$ cat src/rtl/dot8_acc_pkg.sv
// dot8_acc_pkg: shared tag type, FP zero constant and slot width helper
package dot8_acc_pkg;
  localparam int ID_W = 8;
  localparam logic [31:0] FP_ZERO = 32'h0000_0000;
  typedef struct packed {
    logic busy;
    logic last;
    logic [ID_W-1:0] id;
  } tag_t;
  function automatic int slot_w(input int n);
    return (n > 1) ? $clog2(n) : 1;
  endfunction
endpackage

$ cat src/rtl/dot8_acc_fifo.sv
// dot8_acc_fifo: show-ahead synchronous FIFO with occupancy count
module dot8_acc_fifo #(
  parameter int W = 40,
  parameter int DEPTH = 16,
  localparam int AW = $clog2(DEPTH)
) (
  input  logic          clk,
  input  logic          rst,
  input  logic          i_push,
  input  logic [W-1:0]  i_data,
  input  logic          i_pop,
  output logic [W-1:0]  o_data,
  output logic [AW:0]   o_count
);
  logic [W-1:0] r_mem [DEPTH];
  logic [AW-1:0] r_wp, r_rp;
  logic [AW:0] r_cnt;
  logic w_push, w_pop;
  assign w_push = i_push & (r_cnt != (AW+1)'(DEPTH));
  assign w_pop = i_pop & (r_cnt != '0);
  assign o_data = r_mem[r_rp];
  assign o_count = r_cnt;
  // storage is not reset; only the pointers define validity
  always_ff @(posedge clk) begin
    if (w_push) r_mem[r_wp] <= i_data;
  end
  // pointer and occupancy bookkeeping
  always_ff @(posedge clk or posedge rst) begin
    if (rst) begin
      r_wp <= '0;
      r_rp <= '0;
      r_cnt <= '0;
    end else begin
      r_wp <= r_wp + AW'(w_push);
      r_rp <= r_rp + AW'(w_pop);
      r_cnt <= r_cnt + (AW+1)'(w_push) - (AW+1)'(w_pop);
    end
  end
endmodule

$ cat src/rtl/dot8_acc_sched.sv
// dot8_acc_sched: interleaved accumulation scheduler around the dot8 FP pipeline
module dot8_acc_sched
  import dot8_acc_pkg::*;
#(
  parameter int DATA_WIDTH = 32,
  parameter int VECTOR_LENGTH = 8,
  parameter int DOT_LATENCY = 12,
  parameter int ID_WIDTH = ID_W,
  parameter int OUT_DEPTH = 16,
  localparam int VW = DATA_WIDTH * VECTOR_LENGTH,
  localparam int SW = slot_w(DOT_LATENCY),
  localparam int CW = $clog2(OUT_DEPTH) + 1
) (
  input  logic                  clk,
  input  logic                  rst,
  input  logic                  in_valid,
  output logic                  in_ready,
  input  logic                  in_first,
  input  logic                  in_last,
  input  logic [ID_WIDTH-1:0]   in_id,
  input  logic [VW-1:0]         in_a,
  input  logic [VW-1:0]         in_b,
  output logic [SW-1:0]         slot_id,
  output logic                  slot_cont,
  output logic                  dot_ena,
  output logic [VW-1:0]         dot_a,
  output logic [VW-1:0]         dot_b,
  output logic [DATA_WIDTH-1:0] dot_acc,
  input  logic [DATA_WIDTH-1:0] dot_result,
  output logic                  out_valid,
  input  logic                  out_ready,
  output logic [DATA_WIDTH-1:0] out_data,
  output logic [ID_WIDTH-1:0]   out_id,
  output logic                  busy,
  output logic                  err
);
  tag_t r_tag [DOT_LATENCY];
  tag_t w_head, w_issue;
  logic r_ena, r_err;
  logic [SW-1:0] r_slot;
  logic [CW-1:0] r_cred, w_cnt;
  logic w_acc, w_recirc, w_push, w_pop, w_dec, w_any;
  assign w_head = r_tag[DOT_LATENCY-1];
  assign slot_cont = w_head.busy & ~w_head.last;
  assign w_acc = in_valid & (in_first == ~slot_cont) & (~in_last | (r_cred != '0)) & r_ena;
  assign w_recirc = ~w_acc & slot_cont;
  assign w_dec = w_acc & in_last;
  assign w_push = w_head.busy & w_head.last;
  assign w_pop = out_valid & out_ready;
  assign in_ready = w_acc;
  assign dot_ena = r_ena;
  assign slot_id = r_slot;
  assign err = r_err;
  assign dot_a = w_acc ? in_a : '0;
  assign dot_b = w_acc ? in_b : '0;
  assign dot_acc = (w_acc & ~in_first) | w_recirc ? dot_result : DATA_WIDTH'(FP_ZERO);
  assign w_issue = w_acc ? tag_t'{busy: 1'b1, last: in_last, id: in_id} : (w_recirc ? w_head : tag_t'('0));
  assign out_valid = w_cnt != '0;
  assign busy = w_any | out_valid;
  // any occupied slot anywhere in the delay line keeps the block busy
  always_comb begin
    w_any = 1'b0;
    for (int i = 0; i < DOT_LATENCY; i++) w_any = w_any | r_tag[i].busy;
  end
  // tag delay line tracks which element each pipeline stage belongs to
  always_ff @(posedge clk or posedge rst) begin
    if (rst) begin
      for (int i = 0; i < DOT_LATENCY; i++) r_tag[i] <= '0;
    end else begin
      r_tag[0] <= w_issue;
      for (int i = 1; i < DOT_LATENCY; i++) r_tag[i] <= r_tag[i-1];
    end
  end
  // enable, slot counter, credits and sticky protocol error
  always_ff @(posedge clk or posedge rst) begin
    if (rst) begin
      r_ena <= 1'b0;
      r_slot <= '0;
      r_cred <= CW'(OUT_DEPTH);
      r_err <= 1'b0;
    end else begin
      r_ena <= 1'b1;
      r_slot <= r_ena ? ((r_slot == SW'(DOT_LATENCY-1)) ? '0 : r_slot + 1'b1) : r_slot;
      r_cred <= r_cred - CW'(w_dec) + CW'(w_pop);
      r_err <= r_err | (in_valid & (in_first == slot_cont));
    end
  end
  dot8_acc_fifo #(.W(DATA_WIDTH + ID_WIDTH), .DEPTH(OUT_DEPTH)) u_fifo (
    .clk(clk),
    .rst(rst),
    .i_push(w_push),
    .i_data({dot_result, w_head.id}),
    .i_pop(w_pop),
    .o_data({out_data, out_id}),
    .o_count(w_cnt)
  );
endmodule

$ cat config.mk
export PLATFORM = sky130hd
export DESIGN_NAME = dot8_acc_sched
export DESIGN_NICKNAME = d
export VERILOG_FILES = /design/src/rtl/dot8_acc_pkg.sv /design/src/rtl/dot8_acc_fifo.sv /design/src/rtl/dot8_acc_sched.sv
export SDC_FILE = /design/constraint.sdc
export NUM_CORES = 1
export LEC_CHECK = 0
export ABC_AREA = 1
export BUFFER_PORTS_ARGS = -buffer_cell sky130_fd_sc_hd__buf_2
export CAP_MARGIN = 20
export CORE_AREA = 2 2 454 456
export CTS_CLUSTER_DIAMETER = 200
export DETAILED_ROUTE_END_ITERATION = 8
export DIE_AREA = 0 0 456 458
export RECOVER_POWER = 100
export SYNTH_ARGS = -nofsm -noshare
export SYNTH_HDL_FRONTEND = slang
export SYNTH_SLANG_ARGS = --single-unit
$ cat constraint.sdc
create_clock -name clk -period 5.75 [get_ports clk]
set_input_delay 0.575 -clock clk [delete_from_list [all_inputs] [get_ports clk]]
set_output_delay 0.575 -clock clk [all_outputs]
set_load 0.02 [all_outputs]
==> impl_metrics.tcl, run 1 <==
set metrics [dict create \
    status "complete, but fails checks" \
    violations "max-capacitance violations, max-slew violations" \
    syn_nets 4611 \
    skew_ns 0.01984 \
    relSlewSlack_pct -155.8 \
    ctsRootBufferMaster "clkbuf_16" \
    drt_iter0_drc 2509 \
    grt-ovfl-total 0 \
    final-hold-violation-count 0 \
    instances_no_fill 7901 \
    synth_top_flop_cell "edfxtp_1" \
    grt_usage_pct 25.55 \
    cp_data_required_time_ns 5.91 \
    start_kind "register" \
    finalCriticalPeriod_ns 4.838 \
    dieArea_um2 208800 \
    dp_hpwl_mm 229.3 \
    worstHoldStart "in_id[0]" \
    placedCellCount 7727 \
    cts_sinks 784 \
    postCtsSetupBuffers 0 \
    synth.largest_area_cell "edfxtp_1" \
    p_leak_uw 0.02235 \
    synth_top_area_share_pct 52.83 \
    r2r_slack_ns 0.91 \
    initial_core_util_pct 17.86 \
    grt_pass1_vias 30883 \
    ys_ff_latch 784 \
    clk_pin_slew_ns 0.07 \
    h-tree-depth 3 \
    path_buf_inv 3 \
    yosys_warnings 0 \
    syn_to_final_growth_pct 27.82 \
    worstPathArrival_ns 5.00 \
    drt_pass1_iterations 5 \
    hold_buffers 0 \
    synthTopCellsByCount "inv_1, nand2_1, edfxtp_1, nor2_1, nand3_1" \
    coreArea_um2 203800 \
    r2r_cells 8 \
    critical_path_class "register to register" \
    grt_first_pass_wirelength_mm 343.7 \
    ir_worst_vdd_mv 0.4434 \
    antenna_found_initial 282 \
    critPathMaxFanout 34 \
    setup_tns_ns 0 \
    crit_family "buffers and inverters" \
    crit_top_cell "inv_1" \
    min_period_over_period_pct 84.15 \
    holdCritPathClass "primary input to register" \
    fp.dieW_um 456 \
    synthesis.area_um2 36380 \
    synth_edf_count 640 \
    die_h_um 458 \
    postSynthAreaPerCell_um2 9.019 \
    ctsResizeCount 0 \
    antenna_left 0 \
    cts_made_buffers 71 \
    placement_rows 166 \
    nNetsFinal 5689 \
    yosysUniqueCellTypes 27 \
    grt_max_degree 213 \
    reg2reg_to "u_fifo.r_mem[14][35]" \
    wirelength_mm 274.1 \
    crit_path_end_kind "register" \
    hold_depth 3 \
    drive_gt1_share_pct 14.34 \
    cpMaxStageDelayCell "clkbuf_1" \
    cts_tree "yes" \
    crit_path_cell_trace "inv_1, ha_1, nand4_1, nand3_1, inv_1, nand2_1, nor2_1, clkbuf_1" \
    tightestPinTransition_ns 3.816 \
    slew_viol_final 424 \
    ios 1152 \
    power_density_nw_per_um2 386.9 \
    io_buffers 1151 \
    wl_per_cell_um 34.69 \
    rsz0062_at_grt "no" \
    r2r-start "u_fifo.o_count[2]" \
    cts.path.max_buffers 3 \
    ys_async_sr_fraction_pct 18.37 \
    synthCells 4034 \
    maxCapViolations 17 \
    viasPerCell 4.057 \
    synth_area_leaders "edfxtp_1, inv_1, dfrtp_1, nand2_1, nand3_1" \
    hold_end "r_tag[110]" \
    slowest_delay_ns 2.33 \
    synth_seq_area_share_pct 62.73 \
    setup_viol 0 \
    drc 0 \
    num_vias 32056 \
    post-route-util_pct 22.82 \
    synth.most_common_cell "inv_1" \
    clkLatencyLatePin_ns 0.63 \
    fmax_mhz 206.7 \
    n_fill_cell 22710 \
    routabilityCongestion 0.9979 \
]
-- cell usage in the layout, fill, tap and decap left out, types with 44 or more instances in the layout --
cell type     n
inv_1      1053
nand2_1     874
edfxtp_1    640
clkbuf_1    597
buf_2       586
nor2_1      567
nand3_1     496
dfrtp_1     140
clkbuf_16    75
diode_2      44
-- worst reg2reg max path: cells and delay by family, from the launching register on --
kind	cells	cell delay [ns]
AND/OR/NAND/NOR	4	1.03
adder cells (fa/ha/maj)	1	0.20
buffers and inverters	3	2.62
flip-flops	1	0.35
-- layout make-up --
type,instances,area (um2),share of cell area [%]
diodes,44,110.1,0.2368
flip-flops and latches,784,22830,49.10
clock inverters,31,311.5,0.6700
multi-input cells,1997,8439,18.15
clock buffers,99,1997,4.294
well taps,2688,3363,7.232
inverters,1060,3986,8.572
repair buffers,1198,5463,11.75
-- power by group --
part,internal [uW],switching (uW),leakage [uW],total [uW]
Sequential,6300,255,0.00769,6560
Clock,2710,2090,0.00113,4800
Combinational,1650,4980,0.0135,6630
-- layer usage --
metal	routed length, um	global-route usage, %	up-vias
met5	84	0	-
met4	11890	7.097	12
met3	11420	2.998	598
met2	141100	47.27	1572
met1	109600	30.92	15539
li1	-	-	14335
-- how the worst max path moves through the flow --
stage	end	depth (start not counted)	startpoint	slack (ns)
4_1_cts	out_data[21]	7	u_fifo.r_rp[0]	1.52
3_3_place_gp	dot_b[9]	9	in_first	1.87
3_5_place_dp	out_data[21]	7	u_fifo.r_rp[0]	2.23
6_report	u_fifo.r_mem[14][35]	8	u_fifo.o_count[2]	0.91
2_1_floorplan	dot_ena	1	rst	1.31
5_1_grt	dot_b[199]	9	r_tag[9]	0.68
-- registers in the layout (all words and copies together), names as in the netlist --
signal	cells
dot_ena	1
err	1
r_cred	5
r_tag	120
slot_id	4
u_fifo.o_count	5
u_fifo.r_mem	640
u_fifo.r_rp	4
u_fifo.r_wp	4
-- cells by family after synthesis --
logic type               after synthesis  share of synthesized area [%]
AND/OR/NAND/NOR                     1953                          22.12
buffers and inverters               1253                          13.95
flip-flops                           784                          62.73
adder cells (fa/ha/maj)               19                         0.6947
XOR/XNOR                              13                         0.3130
AO/OA/AOI/OAI                         10                         0.1479
other                                  1                        0.01031
multiplexers                           1                        0.03095
-- per-stage QoR --
stage          instance area, um2  hold slack [ns]  total power [uW]  setup WS [ns]
2_1_floorplan               36380           0.3312             10480          1.310
3_3_place_gp                45000           0.3313             13510          1.866
3_5_place_dp                45140           0.3347             13530          2.230
4_1_cts                     47450          0.07837             18340          1.521
5_1_grt                     46420           0.1598             18860         0.6799
6_report                    46500           0.1761             17990         0.9116
Power figures use the tool's default switching activity.
==> inputs of run 2 (changes only) <==
clock period = 4.7 ns   (was 5.75 ns; I/O delays follow)
==> impl_metrics.tcl, run 2 (synthesized netlist as in run 1, its figures left out) <==
set metrics [dict create \
    status "complete, but fails checks" \
    violations "max-capacitance violations, max-slew violations" \
    ctsRootBufferMaster "clkbuf_16" \
    grt_first_pass_wirelength_mm 327.9 \
    antenna_left 0 \
    critical_path.startpoint "r_tag[9]" \
    grt_usage_pct 24.19 \
    dp_hpwl_mm 214.8 \
    dieArea_um2 208800 \
    instances_no_fill 7957 \
    skew_ns 0.03489 \
    slew_viol_final 692 \
    antenna_found_initial 287 \
    grt_pass1_vias 30666 \
    start_kind "register" \
    min_period_over_period_pct 91.86 \
    layout_common_cells "inv_1, nand2_1, edfxtp_1" \
    r2r_slack_ns 0.50 \
    setup_tns_ns 0 \
    initial_core_util_pct 17.86 \
    top_layer_used "met5" \
    cts_tree "yes" \
    wl_met1_mm 104.7 \
    ctsResizeCount 0 \
    fp.dieW_um 456 \
    clkLatencyLatePin_ns 0.66 \
    final-hold-violation-count 0 \
    reg2reg_to "u_fifo.r_mem[6][32]" \
    h-tree-depth 3 \
    wirelength_mm 259.9 \
    crit_path_end_kind "output pin" \
    drt_iter0_drc 2549 \
    cts.path.max_buffers 3 \
    finalCriticalPeriod_ns 4.318 \
    num_vias 32373 \
    holdCritPathClass "primary input to register" \
    crit_end "dot_b[232]" \
    layout_commonest_cell "inv_1" \
    clk_pin_slew_ns 0.07 \
    r2r-start "u_fifo.o_count[2]" \
    cp_data_required_time_ns 4.23 \
    relSlewSlack_pct -86.36 \
    rsz0062_at_grt "no" \
    nNetsFinal 5708 \
    ir_worst_vdd_mv 0.4819 \
    largestRegisters "u_fifo.r_mem: 640 flops, r_tag: 120 flops" \
    largest_register_ffs 640 \
    tightestPinTransition_ns 2.785 \
    maxCapViolations 19 \
    placement_rows 166 \
    drc 0 \
    grt_max_degree 183 \
    drive_gt1_share_pct 14.84 \
    postCtsSetupBuffers 0 \
    p_leak_uw 0.02244 \
    max_flop_register "u_fifo.r_mem" \
    post-route-util_pct 23.03 \
    critical_path_class "register to output pin" \
    r2r_cells 8 \
    die_h_um 458 \
    setup_viol 0 \
    critPathMaxFanout 25 \
    worstPathArrival_ns 3.85 \
    fmax_mhz 231.6 \
    cts_made_buffers 75 \
    drt_pass1_iterations 6 \
    wl_per_cell_um 32.67 \
    cts_sinks 784 \
    ios 1152 \
    grt-ovfl-total 0 \
    placedCellCount 7739 \
    wl_met2_mm 127.5 \
    coreArea_um2 203800 \
    viasPerCell 4.068 \
    wl_met3_mm 15.12 \
    routabilityCongestion 1.174 \
    power_density_nw_per_um2 466.8 \
    io_buffers 1151 \
    hold_buffers 2 \
    syn_to_final_growth_pct 28.99 \
]
run 2: area by class of cell:
| cell class | count | area [um2] |
|---|---|---|
| diodes | 81 | 202.7 |
| repair buffers | 1213 | 5593 |
| multi-input cells | 1997 | 8522 |
| fillers | 22636 | 156800 |
| clock buffers | 92 | 2087 |
| inverters | 1060 | 3988 |
| flip-flops and latches | 784 | 22830 |
| clock inverters | 42 | 341.6 |
| well taps | 2688 | 3363 |
run 2: worst min-delay path by stage:
stage / slack (ns) / depth (start not counted) / from / end
after floorplan: 0.33 / 0 / r_tag[10] / r_tag[0]
after global placement: 0.33 / 0 / r_tag[73] / r_tag[63]
after detailed placement: 0.33 / 0 / r_tag[31] / r_tag[21]
after CTS: 0.01 / 3 / in_id[5] / r_tag[115]
after global routing: 0.05 / 3 / in_id[1] / r_tag[111]
final: 0.06 / 3 / in_id[5] / r_tag[115]
run 2: critical path, stage by stage (launching register included):
cell and delay [ns]:
dfrtp_1 0.42, inv_1 0.10, nor2_4 0.24, nand2_1 0.13
nand2_1 0.13, nand3_4 0.57, clkbuf_1 0.62, nor2_1 0.65
clkbuf_1 0.32
run 2: report_power, final:
group	internal, uW	switching [uW]	leakage (uW)
combinational	2080	5930	0.0136
clock	3390	2620	0.00120
sequential	7710	177	0.00769
total	13200	8730	0.0224
run 2: routing by layer:
metal	vias up	track usage, %
met5	-	0
met3	562	4.085
met4	18	9.108
met2	1669	42.18
li1	14414	-
met1	15710	29.73
run 2: stage by stage:
step | area, um2 | worst slack, ns | hold slack, ns | power [uW]
4_1_cts | 47640 | 0.5478 | 0.009742 | 22280
2_1_floorplan | 36380 | 0.3654 | 0.3312 | 12830
3_5_place_dp | 45190 | 1.258 | 0.3347 | 16260
6_report | 46930 | 0.3825 | 0.06011 | 21910
5_1_grt | 46870 | 0.2303 | 0.05127 | 23030
3_3_place_gp | 45190 | 1.293 | 0.3322 | 16210
